$ cat src/rtl/mem_port_arbiter.sv
// rtl/mem_port_arbiter.sv - registered, handshaked arbiter sharing memory port A between mic1 and the external host
module mem_port_arbiter #(
  parameter int ADDR_W        = 32,
  parameter int DATA_W        = 32,
  parameter int MAX_CPU_BURST = 4
) (
  input  logic              clk,
  input  logic              resetn,
  input  logic              host_lock,
  input  logic              cpu_req,
  input  logic              cpu_we,
  input  logic [ADDR_W-1:0] cpu_addr,
  input  logic [DATA_W-1:0] cpu_wdata,
  output logic              cpu_gnt,
  output logic              cpu_rvalid,
  output logic [DATA_W-1:0] cpu_rdata,
  input  logic              ext_req,
  input  logic              ext_we,
  input  logic [ADDR_W-1:0] ext_addr,
  input  logic [DATA_W-1:0] ext_wdata,
  output logic              ext_gnt,
  output logic              ext_rvalid,
  output logic [DATA_W-1:0] ext_rdata,
  output logic              mem_wen,
  output logic              mem_ren,
  output logic [ADDR_W-1:0] mem_addr,
  output logic [DATA_W-1:0] mem_wdata,
  input  logic [DATA_W-1:0] mem_rdata,
  output logic              cpu_stall
);

  // Owner of the read whose data arrives on mem_rdata this cycle.
  typedef enum logic [1:0] {
    OWN_NONE = 2'd0,
    OWN_CPU  = 2'd1,
    OWN_EXT  = 2'd2
  } owner_e;

  localparam logic [3:0] BURST_MAX = 4'(MAX_CPU_BURST);

  owner_e            owner_q, owner_d;
  logic [3:0]        burst_cnt_q, burst_cnt_d;
  logic              cpu_stall_q, cpu_stall_d;
  logic [DATA_W-1:0] cpu_rdata_q, cpu_rdata_d;
  logic [DATA_W-1:0] ext_rdata_q, ext_rdata_d;
  logic              ext_wins;

  // Arbitration: ext wins under lock, when the CPU is idle, or when the CPU has used up its burst.
  always_comb begin
    ext_wins = 1'b0;
    cpu_gnt  = 1'b0;
    ext_gnt  = 1'b0;
    if (resetn) begin
      ext_wins = ext_req && (host_lock || !cpu_req || (burst_cnt_q == BURST_MAX));
      cpu_gnt  = cpu_req && !host_lock && !ext_wins;
      ext_gnt  = ext_wins;
    end
  end

  // Drive port A from the winner; idle port is held at all-zero.
  always_comb begin
    mem_wen   = 1'b0;
    mem_ren   = 1'b0;
    mem_addr  = '0;
    mem_wdata = '0;
    if (cpu_gnt) begin
      mem_wen   = cpu_we;
      mem_ren   = !cpu_we;
      mem_addr  = cpu_addr;
      mem_wdata = cpu_wdata;
    end else if (ext_gnt) begin
      mem_wen   = ext_we;
      mem_ren   = !ext_we;
      mem_addr  = ext_addr;
      mem_wdata = ext_wdata;
    end
  end

  // Read return: the registered owner sees mem_rdata for one cycle; the other side keeps its last data.
  always_comb begin
    cpu_rvalid  = (owner_q == OWN_CPU);
    ext_rvalid  = (owner_q == OWN_EXT);
    cpu_rdata   = cpu_rvalid ? mem_rdata : cpu_rdata_q;
    ext_rdata   = ext_rvalid ? mem_rdata : ext_rdata_q;
    cpu_rdata_d = cpu_rdata;
    ext_rdata_d = ext_rdata;
    cpu_stall   = cpu_stall_q;
  end

  // Next state: read owner, CPU burst count while ext waits, and the one-cycle-late stall.
  always_comb begin
    owner_d     = OWN_NONE;
    burst_cnt_d = burst_cnt_q;
    cpu_stall_d = host_lock || (cpu_req && !cpu_gnt);
    if (cpu_gnt && !cpu_we) begin
      owner_d = OWN_CPU;
    end else if (ext_gnt && !ext_we) begin
      owner_d = OWN_EXT;
    end
    if (ext_gnt || !ext_req) begin
      burst_cnt_d = '0;
    end else if (cpu_gnt && (burst_cnt_q < BURST_MAX)) begin
      burst_cnt_d = burst_cnt_q + 4'd1;
    end
  end

  // State registers; reset drops any in-flight read and asserts the stall.
  always_ff @(posedge clk or negedge resetn) begin
    if (!resetn) begin
      owner_q     <= OWN_NONE;
      burst_cnt_q <= '0;
      cpu_stall_q <= 1'b1;
      cpu_rdata_q <= '0;
      ext_rdata_q <= '0;
    end else begin
      owner_q     <= owner_d;
      burst_cnt_q <= burst_cnt_d;
      cpu_stall_q <= cpu_stall_d;
      cpu_rdata_q <= cpu_rdata_d;
      ext_rdata_q <= ext_rdata_d;
    end
  end

endmodule

$ cat config.mk
export PLATFORM = sky130hd
export DESIGN_NAME = mem_port_arbiter
export DESIGN_NICKNAME = d
export VERILOG_FILES = /design/src/rtl/mem_port_arbiter.sv
export SDC_FILE = /design/constraint.sdc
export NUM_CORES = 1
export LEC_CHECK = 0
export BUFFER_PORTS_ARGS = -buffer_cell sky130_fd_sc_hd__clkbuf_2
export CAP_MARGIN = 0
export CORE_AREA = 2 2 117 119
export DETAILED_ROUTE_END_ITERATION = 12
export DIE_AREA = 0 0 119 121
export SETUP_SLACK_MARGIN = 0.02
export SLEW_MARGIN = 20
export SYNTH_ARGS = -nofsm -noshare
export SYNTH_HDL_FRONTEND = slang
export SYNTH_SLANG_ARGS = --single-unit
$ cat constraint.sdc
create_clock -name clk -period 4.95 [get_ports clk]
set_input_delay 0.2475 -clock clk [delete_from_list [all_inputs] [get_ports clk]]
set_output_delay 0.2475 -clock clk [all_outputs]
set_load 0.02 [all_outputs]
==> Word level (Yosys, flattened, before mapping) <==
Index checks and enable logic that the tools add are counted.
Widths: inputs -> output; s select.
{ "op_classes": {"addsub": 1, "n_mul": 0, "div": 0, "magnitude_cmp": 1, "n_eq_ne": 3, "shifts": 0, "muxes": 16, "bitwise_logic": 0, "reduce_logical": 19} }
{ "ops": {"columns": ["operator", "n"], "rows": [
  ["$mux 32", 6],
  ["$mux 4", 2],
  ["$logic_and 1x1->1", 7],
  ["$logic_not 1->1", 7],
  ["$mux 1", 6],
  ["$add 4x1->4 const B", 1],
  ["$eq 4x3->1 const B", 1],
  ["$logic_or 1x1->1", 4],
  ["$lt 4x3->1 const B", 1],
  ["$mux 2", 2],
  ["$eq 2x1->1 const B", 1],
  ["$eq 2x2->1 const B", 1],
  ["$reduce_bool 2->1", 1]
]} }
{ "word_totals": {"ff_bits": 71, "latch_bits": 0, "mem_bits_rw": 0, "mem_bits_ro": 0, "output_inout_bits": 135, "elab_cells": 45, "memories": 0} }

==> Logic depth before layout (Yosys ltp) <==
Gate-level depths: netlist (run 1).
{ "logic_depth": {"depth_word": 10, "mapped_depth": 8, "mapped_depth_nobuf": 6} }

==> Worst setup path before layout (run 1) <==
OpenSTA, ideal clock, no wires.
{ "synth_timing": {"path_type": "register to output", "start": "reg burst_cnt_q[0]", "end": "out mem_addr[14]", "arrival_time_ns": 1.587, "slack_ns": 3.115, "stages_incl_launch_ff": 9, "n_path_buf": 3, "cell_sequence": "dfrtp_1 > inv_1 > ha_1 > nand4b_2 > a21bo_1 > buf_2 > buf_6 > buf_6 > a32o_1"} }
{ "synth_between": {"elab_chain_len": 7, "elab_cells_between_ends": 9, "cone_classes": "eq/ne: 1; mux: 4; reduce/logical: 4"} }
{ "synth_lines": {"columns": ["element", "line_no", "rtl"], "rows": [
  ["start, declared", "42", "logic [3:0] burst_cnt_q, burst_cnt_d;"],
  ["start signal, assigned", "117", "burst_cnt_q <= burst_cnt_d;"],
  ["$eq 4x3->1 *", "54", "ext_wins = ext_req && (host_lock || !cpu_req || (burst_cnt_q == BURST_MAX));"],
  ["$logic_or 1x1->1 *", "54", null],
  ["$logic_and 1x1->1 *", "54", null],
  ["$logic_not 1->1", "55", "cpu_gnt = cpu_req && !host_lock && !ext_wins;"],
  ["$logic_and 1x1->1", "55", null],
  ["$mux 1", "53", "if (resetn) begin"],
  ["$mux 32 *", "66", "if (cpu_gnt) begin"],
  ["end, declared", "26", "output logic [ADDR_W-1:0] mem_addr,"]
]} }
Mark *: on every way between the ends. The rest lies on a longest branch, timed or not.

==> Worst setup path in the final report (run 1) <==
{ "layout_timing": {"start": "in resetn", "end": "out mem_addr[21]"} }
{ "layout_between": {"elab_chain_len": 3, "elab_cells_between_ends": 4, "cone_classes": "mux: 4"} }
{ "layout_lines": {"columns": ["element", "line_no", "rtl"], "rows": [
  ["start, declared", "8", "input logic resetn,"],
  ["$mux 1", "53", null],
  ["$mux 32", "71", "end else if (ext_gnt) begin"],
  ["$mux 32 *", "66", null]
]} }
Marks and branches as above.

==> flow_metrics.env, run 1 <==
export IMPL_detail_route_wl_per_cell_um=22.2
export IMPL_worst_pin_slew_ns=1.10
export IMPL_wl_met3_um=2030
export IMPL_maxSlewHeadroom_pct=26.4
export IMPL_syn_inst=264
export IMPL_drcViolationCount=0
export IMPL_critPathKind="in -> out"
export IMPL_synth_area_per_cell_um2=13.6
export IMPL_finalCritPeriodShare_pct=62.9
export IMPL_p_total_uw=2160
export IMPL_syn_area_um2=3580
export IMPL_finalSetupTns_ns=0
export IMPL_grt_pass1_wl_um=22900
export IMPL_synth_area_top_cells="dfrtp_1 49%, a32o_1 18%, mux2_2 17%, mux2_1 2.8%, buf_6 2.5%"
export IMPL_syn_num_nets=433
export IMPL_cts_tree="done"
export IMPL_firstDrtPassIters=4
export IMPL_rsz0062_at_grt="false"
export IMPL_start_util_pct=27.4
export IMPL_grt_overflow=0
export IMPL_setup_violations=0
export IMPL_drt_total_wl_um=16200
export IMPL_clock_fmax_mhz=321
export IMPL_grt_max_degree=73
export IMPL_cts_made_buffers=9
export IMPL_syn_to_final_growth_pct=53.7
export IMPL_synthDistinctLibCells=27
export IMPL_die_area_um2=14400
export IMPL_finalMaxSlewViolations=0
export IMPL_power_leakage_uw=0.00281
export IMPL_drt_initial_drc_count=181
export IMPL_antenna_left=0
export IMPL_clock_latency_ns=0.33
export IMPL_floorplan_rows=42
export IMPL_worstPathArrival_ns=2.87
export IMPL_wl_met2_um=7330
export IMPL_cts_sinks=71
export IMPL_powerDensity_nw_per_um2=393
export IMPL_min_path_type="in -> reg"
export IMPL_drive_gt1_share_pct=69.4
export IMPL_cap_violations=0
export IMPL_postCtsSetupBuffers=0
export IMPL_end_kind="output pin"
export IMPL_antenna_found_initial=7
export IMPL_core_area_um2=13100
export IMPL_grt_total_usage_pct=22.0
export IMPL_cts_max_level=3
export IMPL_finClkSkew_ns=0.00592
export IMPL_ys_warn_count=0
export IMPL_cts_resized=0
export IMPL_root_buffer="clkbuf_16"
export IMPL_clkTransAtPathRegs_ns=0.06
export IMPL_worst_ep_required_time_ns=4.70
export IMPL_period_needed_ns=3.11
export IMPL_dieWidth_um=119
export IMPL_peakVddDrop_uv=160
export IMPL_fp_dieH_um=121
export IMPL_grt_pass1_vias=3625
export IMPL_routabilityCongestion=0.875
export IMPL_vias_per_cell=4.98
export IMPL_topRoutingLayerUsed="met5"
export IMPL_numPortBuffers=301
export IMPL_outcome="finished, final reports clean"
export IMPL_ys_ff_latch=71
export IMPL_startpoint_type="input port"
export IMPL_cts_buffer_depth=2
export IMPL_dp_hpwl_um=13300
export IMPL_io_pins=302
export IMPL_vias=3638
export IMPL_crit_fanout=66
export IMPL_final_nets=717
export IMPL_fill_cells=1291
export IMPL_synth_top_area_cell="dfrtp_1"
export IMPL_met1_length_um=6340
export IMPL_hold_violations=0
export IMPL_synth_seq_area_share_pct=49.7
export IMPL_yosysTopAreaCellShare_pct=48.9
export IMPL_hold_buffers=1
-- path summary, 6_finish.rpt --
| kind | startpoint | cells past startpoint | slack [ns] | to |
|---|---|---|---|---|
| hold / removal | cpu_we | 2 | 0.11 | owner_q[0] |
| setup / recovery | resetn | 7 | 1.84 | mem_addr[21] |
| hold reg to reg | ext_rdata_q[30] | 1 | 0.49 | ext_rdata_q[30] |
| max in group asynchronous | resetn | 3 | 3.62 | ext_rdata_q[17] |
| setup reg to reg | owner_q[0] | 2 | 3.11 | ext_rdata_q[0] |
| min in group asynchronous | resetn | 2 | 0.31 | cpu_rdata_q[20] |
-- power by group --
group | switching (µW) | leakage, µW | total (µW) | internal, µW
Combinational | 426 | 0.00179 | 691 | 265
Clock | 246 | 0.000167 | 742 | 496
Sequential | 26.5 | 0.000848 | 727 | 701
Total | 699 | 0.00281 | 2160 | 1460
-- per-stage QoR --
| step | area [µm²] | worst slack [ns] | utilization [%] | std cells | hold slack [ns] |
|---|---|---|---|---|---|
| after floorplan | 3580 | 3.12 | - | 264 | -0.0481 |
| after global placement | 5140 | 2.46 | 39.3 | 712 | 0.0975 |
| after detailed placement | 5140 | 2.36 | 39.3 | 712 | 0.0966 |
| after CTS | 5500 | 1.86 | 42.0 | 729 | 0.0907 |
| after global routing | 5500 | 1.71 | 42.0 | 729 | 0.107 |
| final | 5500 | 1.84 | 42.1 | 731 | 0.109 |
-- layer usage --
metal / track usage, % / vias up
met1: 27.5 / 1762
met5: 0 / -
met3: 9.45 / 33
met2: 33.3 / 212
met4: 8.85 / 8
li1: - / 1623
-- state kept, by name, indices dropped and copies added, names as in the netlist --
signal	cells
cpu_rdata_q	32
ext_rdata_q	32
burst_cnt_q	4
owner_q	2
cpu_stall	1
-- layout make-up --
class	count	area (µm²)	area share [%]
diodes	2	5.00	0.0910
multi-input cells	154	1590	28.8
flip-flops and latches	71	1780	32.3
clock buffers	10	229	4.16
clock inverters	6	116	2.11
repair buffers	305	1540	28.0
inverters	7	26.3	0.477
well taps	176	220	4.00
-- cells by family (layout without fill, tap and decap cells) --
logic type	after synthesis	in the layout	share of synthesized area [%]
adders and majority gates	2	2	0.699
other	0	2	0
AOI/OAI and AO/OA	76	76	21.1
muxes	64	64	20.1
and+or+nand+nor	12	12	2.10
buffers and inverters	39	328	6.29
DFF	71	71	49.7
-- worst max-delay path, cell delays in order --
cell           delay [ns]
dlygate4sd3_1        0.53
buf_4                0.20
and3b_1              0.31
nand2_2              0.12
inv_2                0.80
a32o_1               0.39
clkbuf_2             0.22
-- cells in the mapped netlist (all sizes together) --
master,count
dfrtp,70
a32o,65
mux2,64
buf,23
clkbuf,9
inv,7
a21o,3
nor2,3
a211oi,2
a221oi,2
ha,2
nand2b,2
nand3,2
a21bo,1
a21boi,1
a31oi,1
and3b,1
dfstp,1
nand2,1
nand4b,1
nor2b,1
nor3,1
o32ai,1
-- placed cells by master, fill, tap and decap left out --
cell type,synthesis,routed
nor3_1,1,1
a221oi_2,2,2
a21bo_2,0,1
a211oi_1,1,1
nand4b_2,1,1
inv_1,6,6
clkbuf_2,0,300
o32ai_1,1,1
nand2b_2,0,1
bufinv_16,0,3
and3b_1,1,1
clkbuf_1,9,1
a21o_1,3,3
a32o_1,65,65
ha_1,2,2
nor2_1,3,3
nand3_1,2,2
inv_6,0,1
clkinv_4,0,2
mux2_1,9,9
nand2_2,1,1
a21boi_0,1,1
nand2b_1,2,1
nor2b_4,0,1
mux2_2,55,55
a211oi_2,1,1
dlygate4sd3_1,0,1
inv_2,1,1
dfstp_2,1,1
a31oi_1,1,1
clkbuf_16,0,9
dfrtp_1,70,70
diode_2,0,2
buf_4,0,4
(Power assumes the default switching activity.)
==> run 2, diff against run 1 <==
--- a/config.mk
+++ b/config.mk
@@ -5,11 +5,12 @@
 export SDC_FILE = /design/constraint.sdc
 export NUM_CORES = 1
 export LEC_CHECK = 0
+export ABC_AREA = 1
 export BUFFER_PORTS_ARGS = -buffer_cell sky130_fd_sc_hd__clkbuf_2
 export CAP_MARGIN = 0
-export CORE_AREA = 2 2 117 119
+export CORE_AREA = 2 2 118 120
 export DETAILED_ROUTE_END_ITERATION = 12
-export DIE_AREA = 0 0 119 121
+export DIE_AREA = 0 0 120 122
 export SETUP_SLACK_MARGIN = 0.02
 export SLEW_MARGIN = 20
 export SYNTH_ARGS = -nofsm -noshare
==> constraint.sdc (replaced) <==
create_clock -name clk -period 2.6 [get_ports clk]
set_input_delay 0.13 -clock clk [delete_from_list [all_inputs] [get_ports clk]]
set_output_delay 0.13 -clock clk [all_outputs]
set_load 0.02 [all_outputs]
==> flow_metrics.env, run 2 <==
export IMPL_outcome="finished, final reports clean"
export IMPL_floorplan_rows=43
export IMPL_startpoint_type="register"
export IMPL_drcViolationCount=0
export IMPL_grt_max_degree=72
export IMPL_hold_violations=0
export IMPL_p_total_uw=3820
export IMPL_finalMaxSlewViolations=0
export IMPL_detail_route_wl_per_cell_um=15.6
export IMPL_postCtsSetupBuffers=0
export IMPL_setup_violations=0
export IMPL_worst_pin_slew_ns=0.904
export IMPL_cts_sinks=71
export IMPL_syn_inst=497
export IMPL_synth_seq_area_share_pct=49.5
export IMPL_finalCritPeriodShare_pct=92.7
export IMPL_layout_common_cells="300 x clkbuf_2, 264 x nand2_1, 70 x dfrtp_1, 64 x o21ai_0, 43 x inv_1"
export IMPL_finClkSkew_ns=0.00502
export IMPL_grt_pass1_wl_um=21700
export IMPL_clkTransAtPathRegs_ns=0.06
export IMPL_cts_made_buffers=9
export IMPL_synth_top_area_cell="dfrtp_1"
export IMPL_crit_slowest_cell="dfrtp_1"
export IMPL_clock_latency_ns=0.32
export IMPL_yosysTopAreaCellShare_pct=48.8
export IMPL_min_path_type="in -> reg"
export IMPL_peakVddDrop_uv=273
export IMPL_antenna_left=0
export IMPL_cts_max_level=3
export IMPL_grt_total_usage_pct=20.0
export IMPL_maxSlewHeadroom_pct=39.7
export IMPL_grt_overflow=0
export IMPL_crit_buf_inv=4
export IMPL_ys_top_cells_by_count="265 x nand2_1, 70 x dfrtp_1, 64 x o21ai_0"
export IMPL_grt_pass1_vias=3692
export IMPL_drt_total_wl_um=15200
export IMPL_core_area_um2=13500
export IMPL_clock_fmax_mhz=415
export IMPL_cp_top_family="buffers and inverters"
export IMPL_critPathKind="reg -> out"
export IMPL_syn_num_nets=666
export IMPL_hold_slack_ns=0.0190
export IMPL_detailed_place_area_um2=5250
export IMPL_ys_warn_count=0
export IMPL_vias_per_cell=4.27
export IMPL_period_needed_ns=2.41
export IMPL_cpMostUsedCell="nand2_1"
export IMPL_top_regs="cpu_rdata_q (32), ext_rdata_q (32), burst_cnt_q (4)"
export IMPL_yosysMostFrequentCell="nand2_1"
export IMPL_final_nets=957
export IMPL_drive_gt1_share_pct=42.0
export IMPL_synth_area_top_cells="dfrtp_1 49%, nand2_1 28%, o21ai_0 8.9%, inv_1 4.5%, buf_6 2.2%"
export IMPL_rsz0062_at_grt="false"
export IMPL_firstDrtPassIters=5
export IMPL_vias=4164
export IMPL_crit_fanout=48
export IMPL_worstPathArrival_ns=2.28
export IMPL_worst_ep_required_time_ns=2.47
export IMPL_powerDensity_nw_per_um2=688
export IMPL_die_area_um2=14600
export IMPL_dieWidth_um=120
export IMPL_antenna_found_initial=2
export IMPL_power_leakage_uw=0.00346
export IMPL_end_kind="output pin"
export IMPL_io_pins=302
export IMPL_ys_flop_type="dfrtp_1"
export IMPL_synthDistinctLibCells=22
export IMPL_syn_area_um2=3590
export IMPL_max_stage_delay_ns=0.40
export IMPL_ys_ff_latch=71
export IMPL_synth_area_per_cell_um2=7.23
export IMPL_routabilityCongestion=0.886
export IMPL_numPortBuffers=301
export IMPL_cap_violations=0
export IMPL_final_cell_area_um2=5550
export IMPL_dp_hpwl_um=12600
export IMPL_root_buffer="clkbuf_16"
export IMPL_synth_edf_count=0
export IMPL_fp_dieH_um=122
export IMPL_start_util_pct=26.6
export IMPL_cts_tree="done"
export IMPL_layout_commonest_cell="clkbuf_2"
export IMPL_postSynth_asyncResetShare_pct=100
export IMPL_crit_chain="inv_1 -> ha_1 -> nand3_1 -> nand2_2 -> nand3_2 -> clkinv_2 -> buf_12 -> nand2_1 -> nand2_1 -> clkbuf_2"
export IMPL_syn_to_final_growth_pct=54.7
export IMPL_drt_initial_drc_count=259
export IMPL_finalSetupTns_ns=0
export IMPL_cts_buffer_depth=2
## run 2: cell count changes after synthesis, moves of 5 or more
cell     previous run  this run
mux2_2             55         0
buf_2              15         6
nand2_1             0       265
inv_1               6        43
mux2_1              9         0
o21ai_0             0        64
a32o_1             65         0
nor2_1              3         8
## run 2: cell families (layout without fill, tap and decap cells)
kind of cell               count (synthesis)  after routing  share of synthesized area, %
AOI/OAI and AO/OA                         67             67                          9.44
adders and majority gates                  2              2                         0.697
other                                      0              2                             0
and+or+nand+nor                          283            283                          30.7
DFF                                       71             71                          49.5
buffers and inverters                     74            370                          9.62
## run 2: cell type report
type | instances | area, µm²
antenna | 2 | 5.00
clock buffer | 10 | 239
clock inverter | 6 | 52.6
fill | 1445 | 7950
inverter | 47 | 178
multi-input combinational | 352 | 1470
sequential | 71 | 1780
tap | 180 | 225
timing repair buffer | 307 | 1610
## run 2: worst paths after layout
| kind | slack (ns) | startpoint | end | depth (start not counted) |
|---|---|---|---|---|
| setup / recovery | 0.19 | burst_cnt_q[0] | mem_addr[16] | 10 |
| hold / removal | 0.02 | cpu_we | owner_q[0] | 2 |
| setup reg to reg | 1.08 | owner_q[0] | ext_rdata_q[21] | 4 |
| hold reg to reg | 0.50 | cpu_rdata_q[10] | cpu_rdata_q[10] | 2 |
| max in group asynchronous | 1.94 | resetn | ext_rdata_q[1] | 2 |
| min in group asynchronous | 0.05 | resetn | burst_cnt_q[0] | 2 |
## run 2: power breakdown
part | leakage (µW) | switching (µW) | internal (µW)
Sequential | 0.000867 | 54.6 | 1340
Clock | 0.000138 | 484 | 686
Combinational | 0.00246 | 847 | 410
Total | 0.00346 | 1390 | 2440
## run 2: routing by layer
metal	share of wire [%]	GRT usage, %	wire length, µm
met5	0.11	0	16
met2	45	29.4	6810
met4	2.7	6.84	405
met3	11	7.40	1670
met1	41	27.1	6310
## run 2: worst register-to-register path: stages (launching register included)
cell and delay [ns]:
dfrtp_1 0.39, nor2_1 0.21, inv_2 0.23, buf_12 0.24, o21ai_0 0.32
## run 2: stage by stage
| stage | std cells | utilization (%) | setup slack (ns) |
|---|---|---|---|
| 6_report | 975 | 41.1 | 0.191 |
| 5_1_grt | 973 | 41.1 | 0.0541 |
| 4_1_cts | 973 | 41.1 | 0.161 |
| 3_5_place_dp | 956 | 38.8 | 0.533 |
| 3_3_place_gp | 956 | 38.8 | 0.555 |
| 2_1_floorplan | 497 | - | 0.797 |
## run 2: timing repair
item	CTS	global route
endpoints found under the hold margin	1	0
resized for setup	0	1
hold buffers	1	0
setup endpoints to repair	0	2
==> run 3, diff against run 2 <==
--- a/config.mk
+++ b/config.mk
@@ -8,9 +8,10 @@
 export ABC_AREA = 1
 export BUFFER_PORTS_ARGS = -buffer_cell sky130_fd_sc_hd__clkbuf_2
 export CAP_MARGIN = 0
-export CORE_AREA = 2 2 118 120
+export CORE_AREA = 2 2 116 118
+export CTS_BUF_LIST = sky130_fd_sc_hd__clkbuf_8
 export DETAILED_ROUTE_END_ITERATION = 12
-export DIE_AREA = 0 0 120 122
+export DIE_AREA = 0 0 118 120
 export SETUP_SLACK_MARGIN = 0.02
 export SLEW_MARGIN = 20
 export SYNTH_ARGS = -nofsm -noshare
==> flow_metrics.env, run 3 (synthesis results as in run 2) <==
export IMPL_finalMaxSlewViolations=0
export IMPL_max_stage_delay_ns=0.40
export IMPL_numPortBuffers=301
export IMPL_grt_total_usage_pct=20.3
export IMPL_powerDensity_nw_per_um2=640
export IMPL_dp_hpwl_um=12100
export IMPL_clock_fmax_mhz=423
export IMPL_top_regs="cpu_rdata_q (32), ext_rdata_q (32), burst_cnt_q (4)"
export IMPL_worstPathArrival_ns=2.23
export IMPL_period_needed_ns=2.36
export IMPL_cts_sinks=71
export IMPL_power_leakage_uw=0.00342
export IMPL_detail_route_wl_per_cell_um=15.1
export IMPL_switchingPower_uw=1300
export IMPL_grt_pass1_wl_um=21800
export IMPL_hold_slack_ns=0.0670
export IMPL_fp_dieH_um=120
export IMPL_drt_total_wl_um=14600
export IMPL_crit_slowest_cell="dfrtp_1"
export IMPL_cts_made_buffers=9
export IMPL_firstDrtPassIters=4
export IMPL_drcViolationCount=0
export IMPL_drt_initial_drc_count=368
export IMPL_power_frac_comb_pct=36.2
export IMPL_clock_latency_ns=0.34
export IMPL_cp_top_family="buffers and inverters"
export IMPL_grt_max_degree=72
export IMPL_placed_cells=954
export IMPL_hold_violations=0
export IMPL_routabilityCongestion=0.845
export IMPL_outcome="finished, final reports clean"
export IMPL_critPathKind="reg -> out"
export IMPL_setup_violations=0
export IMPL_cap_violations=0
export IMPL_finClkSkew_ns=0.00811
export IMPL_grt_pass1_vias=3816
export IMPL_grt_overflow=0
export IMPL_register_area_um2=1780
export IMPL_multi_input_area_um2=1470
export IMPL_hold_buffers=2
export IMPL_reg2reg_setup_slack_ns=0.88
export IMPL_p_seq_share_pct=40.1
export IMPL_worst_ep_required_time_ns=2.47
export IMPL_postCtsSetupBuffers=0
export IMPL_syn_to_final_growth_pct=51.1
export IMPL_start_util_pct=27.7
export IMPL_core_area_um2=13000
export IMPL_finalSetupTns_ns=0
export IMPL_vias=4107
export IMPL_antennaDiodeCount=0
export IMPL_layout_common_cells="300 x clkbuf_2, 264 x nand2_1, 70 x dfrtp_1, 64 x o21ai_0, 45 x inv_1"
export IMPL_final_nets=960
export IMPL_peakVddDrop_uv=204
export IMPL_cts_max_level=3
export IMPL_cts_buffer_depth=2
export IMPL_clkTransAtPathRegs_ns=0.07
export IMPL_end_kind="output pin"
export IMPL_cpMostUsedCell="nand2_1"
export IMPL_startpoint_type="register"
export IMPL_vias_per_cell=4.23
export IMPL_maxSlewHeadroom_pct=40.1
export IMPL_drive_gt1_share_pct=41.8
export IMPL_antenna_found_initial=2
export IMPL_clock_power_share_pct=23.7
export IMPL_cts_resized=0
export IMPL_crit_fanout=48
export IMPL_fin_util_pct=41.8
export IMPL_rsz0062_at_grt="false"
export IMPL_io_pins=302
export IMPL_fill_cells=1407
export IMPL_crit_buf_inv=4
export IMPL_layout_commonest_cell="clkbuf_2"
export IMPL_antenna_left=0
export IMPL_floorplan_rows=42
export IMPL_die_area_um2=14200
export IMPL_worst_pin_slew_ns=0.899
export IMPL_internal_power_uw=2170
export IMPL_finalCritPeriodShare_pct=91.0
export IMPL_dieWidth_um=118
export IMPL_detailed_place_area_um2=5230
export IMPL_cts_tree="done"
export IMPL_power_share_switching_pct=37.4
export IMPL_crit_chain="inv_1 -> ha_1 -> nand3_1 -> nand2_2 -> nand3_2 -> inv_2 -> buf_12 -> nand2_1 -> nand2_1 -> clkbuf_2"
export IMPL_root_buffer="clkbuf_8"
export IMPL_finalNonFillerCells=971
export IMPL_final_cell_area_um2=5430
export IMPL_min_path_type="in -> reg"
run 3: path summary, 6_finish.rpt:
| check | startpoint | endpoint | depth (start not counted) |
|---|---|---|---|
| max | burst_cnt_q[0] | mem_addr[12] | 10 |
| min | cpu_req | cpu_stall | 3 |
| max reg2reg | owner_q[1] | cpu_rdata_q[18] | 4 |
| min reg2reg | ext_rdata_q[21] | ext_rdata_q[21] | 2 |
| max in group asynchronous | resetn | cpu_rdata_q[21] | 2 |
| min in group asynchronous | resetn | cpu_rdata_q[22] | 2 |
run 3: tightest hold or removal path, stage by stage:
cell      delay (ns)
clkbuf_2        0.10
inv_2           0.08
o21bai_1        0.08
run 3: cell type report:
| class | count | share of cell area, % |
|---|---|---|
| Clock buffer | 9 | 2.28 |
| Clock inverter | 6 | 1.01 |
| Inverter | 47 | 3.25 |
| Multi-Input combinational cell | 352 | 27.1 |
| Sequential cell | 71 | 32.8 |
| Tap cell | 176 | 4.06 |
| Timing Repair Buffer | 310 | 29.6 |
run 3: metrics by stage:
step	power [µW]	setup WS [ns]
finish	3470	0.235
floorplan	2130	0.797
global route	3690	0.0505
global placement	2670	0.587
CTS	3510	0.192
detailed placement	2680	0.585
run 3: power groups by stage:
| stage | clock (µW) | sequential [µW] | combinational [µW] |
|---|---|---|---|
| after floorplan | 0 | 1410 | 722 |
| after global placement | 0 | 1410 | 1260 |
| after detailed placement | 0 | 1410 | 1260 |
| after CTS | 853 | 1390 | 1270 |
| after global routing | 894 | 1420 | 1380 |
| final | 823 | 1390 | 1260 |
run 3: per-layer routing:
metal | GRT usage [%] | part of all wire [%]
met4 | 5.05 | 1.4
met3 | 8.41 | 10
met2 | 30.4 | 45
met5 | 0 | 0.18
met1 | 27.1 | 43
